[src/rtl/collision_pkg.sv]
// collision_pkg: shared constants and helpers for the per-frame collision detector.
package collision_pkg;

    // Object slots on the drawing bus
    localparam int unsigned OBJ_GHOST     = 0;
    localparam int unsigned OBJ_PLAYER    = 1;
    localparam int unsigned OBJ_BULLET    = 2;
    localparam int unsigned OBJ_BORDER    = 3;
    localparam int unsigned N_OBJ_DEFAULT = 4;

    // Screen coordinate widths actually compared; upper pixel bits are ignored
    localparam int unsigned X_W = 10;
    localparam int unsigned Y_W = 9;

    // Width of the colliding-frame counter
    localparam int unsigned FRAME_CNT_W = 16;

    // Saturating increment for the frame counter
    function automatic logic [FRAME_CNT_W-1:0] sat_inc(input logic [FRAME_CNT_W-1:0] v);
        return (&v) ? v : v + FRAME_CNT_W'(1);
    endfunction

endpackage

[src/rtl/collision_holdoff.sv]
// collision_holdoff: per-object hit accumulator, frame holdoff counter and pulse register.
module collision_holdoff #(
    parameter int unsigned HOLDOFF_FRAMES = 8
) (
    input  logic clk,
    input  logic resetN,
    input  logic sof,
    input  logic hit,
    output logic pulse
);

    localparam int unsigned HC_W = (HOLDOFF_FRAMES < 1) ? 1 : $clog2(HOLDOFF_FRAMES + 1);

    logic            acc_q,   acc_d;
    logic            pulse_q, pulse_d;
    logic [HC_W-1:0] hold_q,  hold_d;

    // Accumulate during the frame; at sof evaluate, reload with pixel (0,0) and step holdoff
    always_comb begin
        acc_d   = acc_q | hit;
        pulse_d = 1'b0;
        hold_d  = hold_q;
        if (sof) begin
            acc_d   = hit;
            pulse_d = acc_q && (hold_q == '0);
            if (pulse_d) begin
                hold_d = HC_W'(HOLDOFF_FRAMES);
            end else if (hold_q != '0) begin
                hold_d = hold_q - HC_W'(1);
            end
        end
    end

    // State registers
    always_ff @(posedge clk or posedge resetN) begin
        if (resetN) begin
            acc_q   <= 1'b0;
            pulse_q <= 1'b0;
            hold_q  <= '0;
        end else begin
            acc_q   <= acc_d;
            pulse_q <= pulse_d;
            hold_q  <= hold_d;
        end
    end

    assign pulse = pulse_q;

endmodule

[src/rtl/collision_detector.sv]
// collision_detector: flags overlapping Draw requests per frame and pulses per object at frame start.
// Optional COLLISION_COORD_EN adds first_x/first_y: the first overlapping pixel of the pulsed frame.
module collision_detector
    import collision_pkg::*;
#(
    parameter int unsigned N_OBJ          = N_OBJ_DEFAULT,
    parameter int unsigned HOLDOFF_FRAMES = 8
) (
    input  logic                   clk,
    input  logic                   resetN,
    input  logic [31:0]            pxl_x,
    input  logic [31:0]            pxl_y,
    input  logic [N_OBJ-1:0]       draw,
    output logic [N_OBJ-1:0]       collision,
    output logic                   any_collision,
`ifdef COLLISION_COORD_EN
    output logic [X_W-1:0]         first_x,
    output logic [Y_W-1:0]         first_y,
`endif
    output logic [FRAME_CNT_W-1:0] frame_hits
);

    logic [X_W-1:0]         x_lo;
    logic [Y_W-1:0]         y_lo;
    logic                   unused_upper;
    logic                   origin_c;
    logic                   sof_c;
    logic [N_OBJ-1:0]       hit_c;
    logic                   prev_origin_q, prev_origin_d;
    logic [FRAME_CNT_W-1:0] frame_hits_q,  frame_hits_d;

    assign x_lo         = pxl_x[X_W-1:0];
    assign y_lo         = pxl_y[Y_W-1:0];
    assign unused_upper = ^{pxl_x[31:X_W], pxl_y[31:Y_W]};
    assign origin_c     = (x_lo == '0) && (y_lo == '0);
    assign sof_c        = origin_c && !prev_origin_q;

    // An object hits when it draws and at least one other object draws the same pixel
    always_comb begin
        hit_c = '0;
        for (int i = 0; i < int'(N_OBJ); i++) begin
            hit_c[i] = draw[i] && ((draw & ~(N_OBJ'(1) << i)) != '0);
        end
    end

    // Sof history and colliding-frame counter
    always_comb begin
        prev_origin_d = origin_c;
        frame_hits_d  = frame_hits_q;
        if (collision != '0) begin
            frame_hits_d = sat_inc(frame_hits_q);
        end
    end

    // Top-level registers; reset history as "previous pixel was (0,0)"
    always_ff @(posedge clk or posedge resetN) begin
        if (resetN) begin
            prev_origin_q <= 1'b1;
            frame_hits_q  <= '0;
        end else begin
            prev_origin_q <= prev_origin_d;
            frame_hits_q  <= frame_hits_d;
        end
    end

    for (genvar g = 0; g < int'(N_OBJ); g++) begin : g_obj
        collision_holdoff #(
            .HOLDOFF_FRAMES(HOLDOFF_FRAMES)
        ) u_holdoff (
            .clk   (clk),
            .resetN(resetN),
            .sof   (sof_c),
            .hit   (hit_c[g]),
            .pulse (collision[g])
        );
    end

    assign any_collision = |collision;
    assign frame_hits    = frame_hits_q;

`ifdef COLLISION_COORD_EN
    logic           cand_valid_q, cand_valid_d;
    logic [X_W-1:0] cand_x_q, cand_x_d, snap_x_q, snap_x_d, first_x_q, first_x_d;
    logic [Y_W-1:0] cand_y_q, cand_y_d, snap_y_q, snap_y_d, first_y_q, first_y_d;

    // Track first overlap of the running frame, snapshot it at sof, publish it with a pulse
    always_comb begin
        cand_valid_d = cand_valid_q;
        cand_x_d     = cand_x_q;
        cand_y_d     = cand_y_q;
        snap_x_d     = snap_x_q;
        snap_y_d     = snap_y_q;
        first_x_d    = first_x_q;
        first_y_d    = first_y_q;
        if (sof_c) begin
            snap_x_d     = cand_x_q;
            snap_y_d     = cand_y_q;
            cand_valid_d = (hit_c != '0);
            cand_x_d     = '0;
            cand_y_d     = '0;
        end else if ((hit_c != '0) && !cand_valid_q) begin
            cand_valid_d = 1'b1;
            cand_x_d     = x_lo;
            cand_y_d     = y_lo;
        end
        if (collision != '0) begin
            first_x_d = snap_x_q;
            first_y_d = snap_y_q;
        end
    end

    // Coordinate capture registers
    always_ff @(posedge clk or posedge resetN) begin
        if (resetN) begin
            cand_valid_q <= 1'b0;
            cand_x_q     <= '0;
            cand_y_q     <= '0;
            snap_x_q     <= '0;
            snap_y_q     <= '0;
            first_x_q    <= '0;
            first_y_q    <= '0;
        end else begin
            cand_valid_q <= cand_valid_d;
            cand_x_q     <= cand_x_d;
            cand_y_q     <= cand_y_d;
            snap_x_q     <= snap_x_d;
            snap_y_q     <= snap_y_d;
            first_x_q    <= first_x_d;
            first_y_q    <= first_y_d;
        end
    end

    assign first_x = first_x_q;
    assign first_y = first_y_q;
`endif

endmodule

[config.mk]
export PLATFORM = sky130hd
export DESIGN_NAME = collision_detector
export DESIGN_NICKNAME = d
export VERILOG_FILES = /design/src/rtl/collision_pkg.sv /design/src/rtl/collision_holdoff.sv /design/src/rtl/collision_detector.sv
export SDC_FILE = /design/constraint.sdc
export NUM_CORES = 1
export LEC_CHECK = 0
export CELL_PAD_IN_SITES_DETAIL_PLACEMENT = 2
export CELL_PAD_IN_SITES_GLOBAL_PLACEMENT = 2
export CORE_ASPECT_RATIO = 0.5
export CORE_MARGIN = 3
export CORE_UTILIZATION = 26
export CTS_BUF_LIST = sky130_fd_sc_hd__clkbuf_4
export CTS_CLUSTER_DIAMETER = 40
export DETAILED_ROUTE_END_ITERATION = 16
export PLACE_DENSITY = 0.86
export SLEW_MARGIN = 25
export SYNTH_ARGS = -nofsm -noshare
export SYNTH_HDL_FRONTEND = slang
export SYNTH_SLANG_ARGS = --single-unit
[constraint.sdc]
create_clock -name clk -period 1.84 [get_ports clk]
set_clock_uncertainty 0.15 [all_clocks]
set_input_delay 0.276 -clock clk [delete_from_list [all_inputs] [get_ports clk]]
set_output_delay 0.276 -clock clk [all_outputs]
set_load 0.05 [all_outputs]
==> metrics <==
Crit path largest cell delay 0.46 ns; commonest cells after routing, fill and taps aside buf_4, dfrtp_1, clkdlybuf4s50_1, nor2_1, inv_1; clk sinks 41; Net Count, Synth 295; CP Launch Type flip-flop; post-synthesis cell count 216; die area 9651 um2; commonest non-fill, non-tap cell in the layout buf_4; fillers 828; Final Core Density 40.84%; clk root buf clkbuf_4; via count 2078; multi-input logic area 1170 um2; Setup-failing EPs final 1; # hold bufs at CTS 0; crit path max fanout 4; VDD IR-drop max 231.4 uV; layout cells sized above 1 37.46%; largest net degree at the start of global routing 42; initial antenna violation count 0; fmax 531.4 MHz; Final min period 1.882 ns; WL/cell 21.80 um; drt first pass iters 4; Netlist Area Pre-Place 2196 um2; FF-to-FF path depth 6; max-cap violations 0; clock slew seen by the registers of the worst setup and hold paths 0.15 ns; Final Cycle Share 102.3%; hpwl dp 5523 um; H-tree Lvls 2; worst path required time 1.41 ns; Routed Antenna Nets 0; via-per-instance ratio 5.208; Clock Tree Buf Depth 2; Worst slew margin 73.49%; syn_area_per_cell 10.17 um2; Crit-path slowest cell dfrtp_1; sequential area share after synthesis 46.78%; total track usage 16.62%; I/O pins 91; leakage power 1.411 nW; Most used DFF post-synth dfrtp_1; Starting Density 28.29%; CTS tree yes; synth unique cells 37; CP Cell Sequence nor4_4 -> inv_2 -> buf_8; drt first-iter violations 76; CTS buffer count 5; crit end category primary output; # diodes 0; number of synthesized flops with an enable pin 0; Die W 136.0 um; GRT overflow 0; RSZ-0062 raised after global routing true; CORE AREA 7762 um2; ys async rst share 100.0%; first-pass GRT wire length 12650 um; failing checks negative setup slack; FP Rows 22; Chip Height 70.99 um; Nets 369; Worst Tran Pin Value 0.3940 ns; number of global-route vias before repair 2313; min-delay worst type input pin to asynchronous set/reset pin; P per Cell Area 517.8 nW/um2; drc violations 0; Yosys warnings 0; min setup slack post-route -0.04177 ns; Max Slew Vio Count 0; crit path DAT 1.46 ns; Seq cells post-synth 41; outcome finished, violations left; worst skew pair latency 0.37 ns; Routed WL 8699 um; Placer Congestion 0.7815; Power Total 1.642 mW; Final Hold Vio Count 0; register area 1046 um2; critical path class flip-flop to primary output; P&R area growth vs syn 44.39%; PortBufs 45
-- cell type report --
class	count	share of cell area, %
clock buffers	6	1.421
clock inverters	2	1.223
inverters	18	2.131
multi-input cells	148	36.90
flip-flops and latches	41	32.99
well taps	108	4.262
repair buffers	76	21.07
-- cells by family (layout without fill, tap and decap cells) --
family	Yosys count	count (layout)	synth area share, %
and+or+nand+nor	87	87	22.68
DFF	41	41	46.78
AOI/OAI and AO/OA	36	36	12.19
buffers and inverters	27	102	6.154
xor gates and xnor gates	10	10	3.989
adders and majority gates	9	9	5.128
muxes	6	6	3.077
-- through the flow --
step           worst slack, ns  cells   TNS [ns]  hold slack (ns)  instance area [um2]
3_3_place_gp           -0.4138    384     -8.766           0.3326                 2878
5_1_grt                -0.1149    399    -0.5915           0.1179                 3171
4_1_cts              -0.003119    392  -0.003119           0.1192                 3025
6_report              -0.04177    399   -0.04177           0.1062                 3171
2_1_floorplan         -0.05454    216   -0.05454           0.2585                 2220
3_5_place_dp           -0.5073    384     -9.918           0.3421                 2878
-- synth_stat cells (7+ instances only) --
cell type / n / area (um2)
dfrtp_1: 40 / 1001
a21oi_1: 9 / 45.04
nor2_1: 18 / 67.56
nor4_1: 12 / 75.07
or3_1: 7 / 43.79
nand3_1: 13 / 65.06
and3_1: 7 / 43.79
inv_1: 18 / 67.56
xor2_1: 8 / 70.07
a22o_1: 12 / 105.1
ha_1: 9 / 112.6
-- worst max-delay path, delay by kind of cell (launching register included) --
kind	cells	cell delay, ns
buf+inv	2	0.29
flops	1	0.46
simple gates	1	0.34
-- registers in the layout, indices dropped and copies added (netlist names) --
register	flops
g_obj.u_holdoff.pulse	4
g_obj.u_holdoff.hold_q	16
frame_hits	16
prev_origin_q	1
g_obj.u_holdoff.acc_q	4
-- layer usage --
metal	share of wire, %	track usage (%)	up-vias
met5	0	0	-
met4	1.9	4.916	0
met3	2.4	2.344	14
met2	55	33.31	32
met1	41	18.18	1096
li1	-	-	936
-- timing repair --
item | CTS | global route
endpoints found under the setup margin | 24 | 29
buffers inserted | 1 | 7
pin swaps | 7 | 7
gates resized for setup | 14 | 21
-- power breakdown --
| group | switching [mW] | internal, mW | total, mW |
|---|---|---|---|
| Combinational | 0.0334 | 0.0525 | 0.0859 |
| Clock | 0.350 | 0.304 | 0.654 |
| Sequential | 0.0000585 | 0.901 | 0.901 |
| Total | 0.383 | 1.26 | 1.64 |
-- worst paths after layout --
kind / startpoint / end / slack [ns]
worst max-delay path: g_obj[3].u_holdoff.pulse$_DFF_PP0_ / any_collision / -0.04
worst min register to register: frame_hits[6]$_DFFE_PP0P_ / frame_hits[6]$_DFFE_PP0P_ / 0.36
worst max register to register: g_obj[3].u_holdoff.hold_q[0]$_DFFE_PP0P_ / g_obj[3].u_holdoff.hold_q[0]$_DFFE_PP0P_ / 0.01
min in group clk: pxl_x[0] / g_obj[1].u_holdoff.hold_q[2]$_DFFE_PP0P_ / 0.29
worst min-delay path: resetN / frame_hits[7]$_DFFE_PP0P_ / 0.11
max in group asynchronous: resetN / prev_origin_q$_DFF_PP1_ / 1.16
No activity file was read; power rests on OpenSTA's default activity.
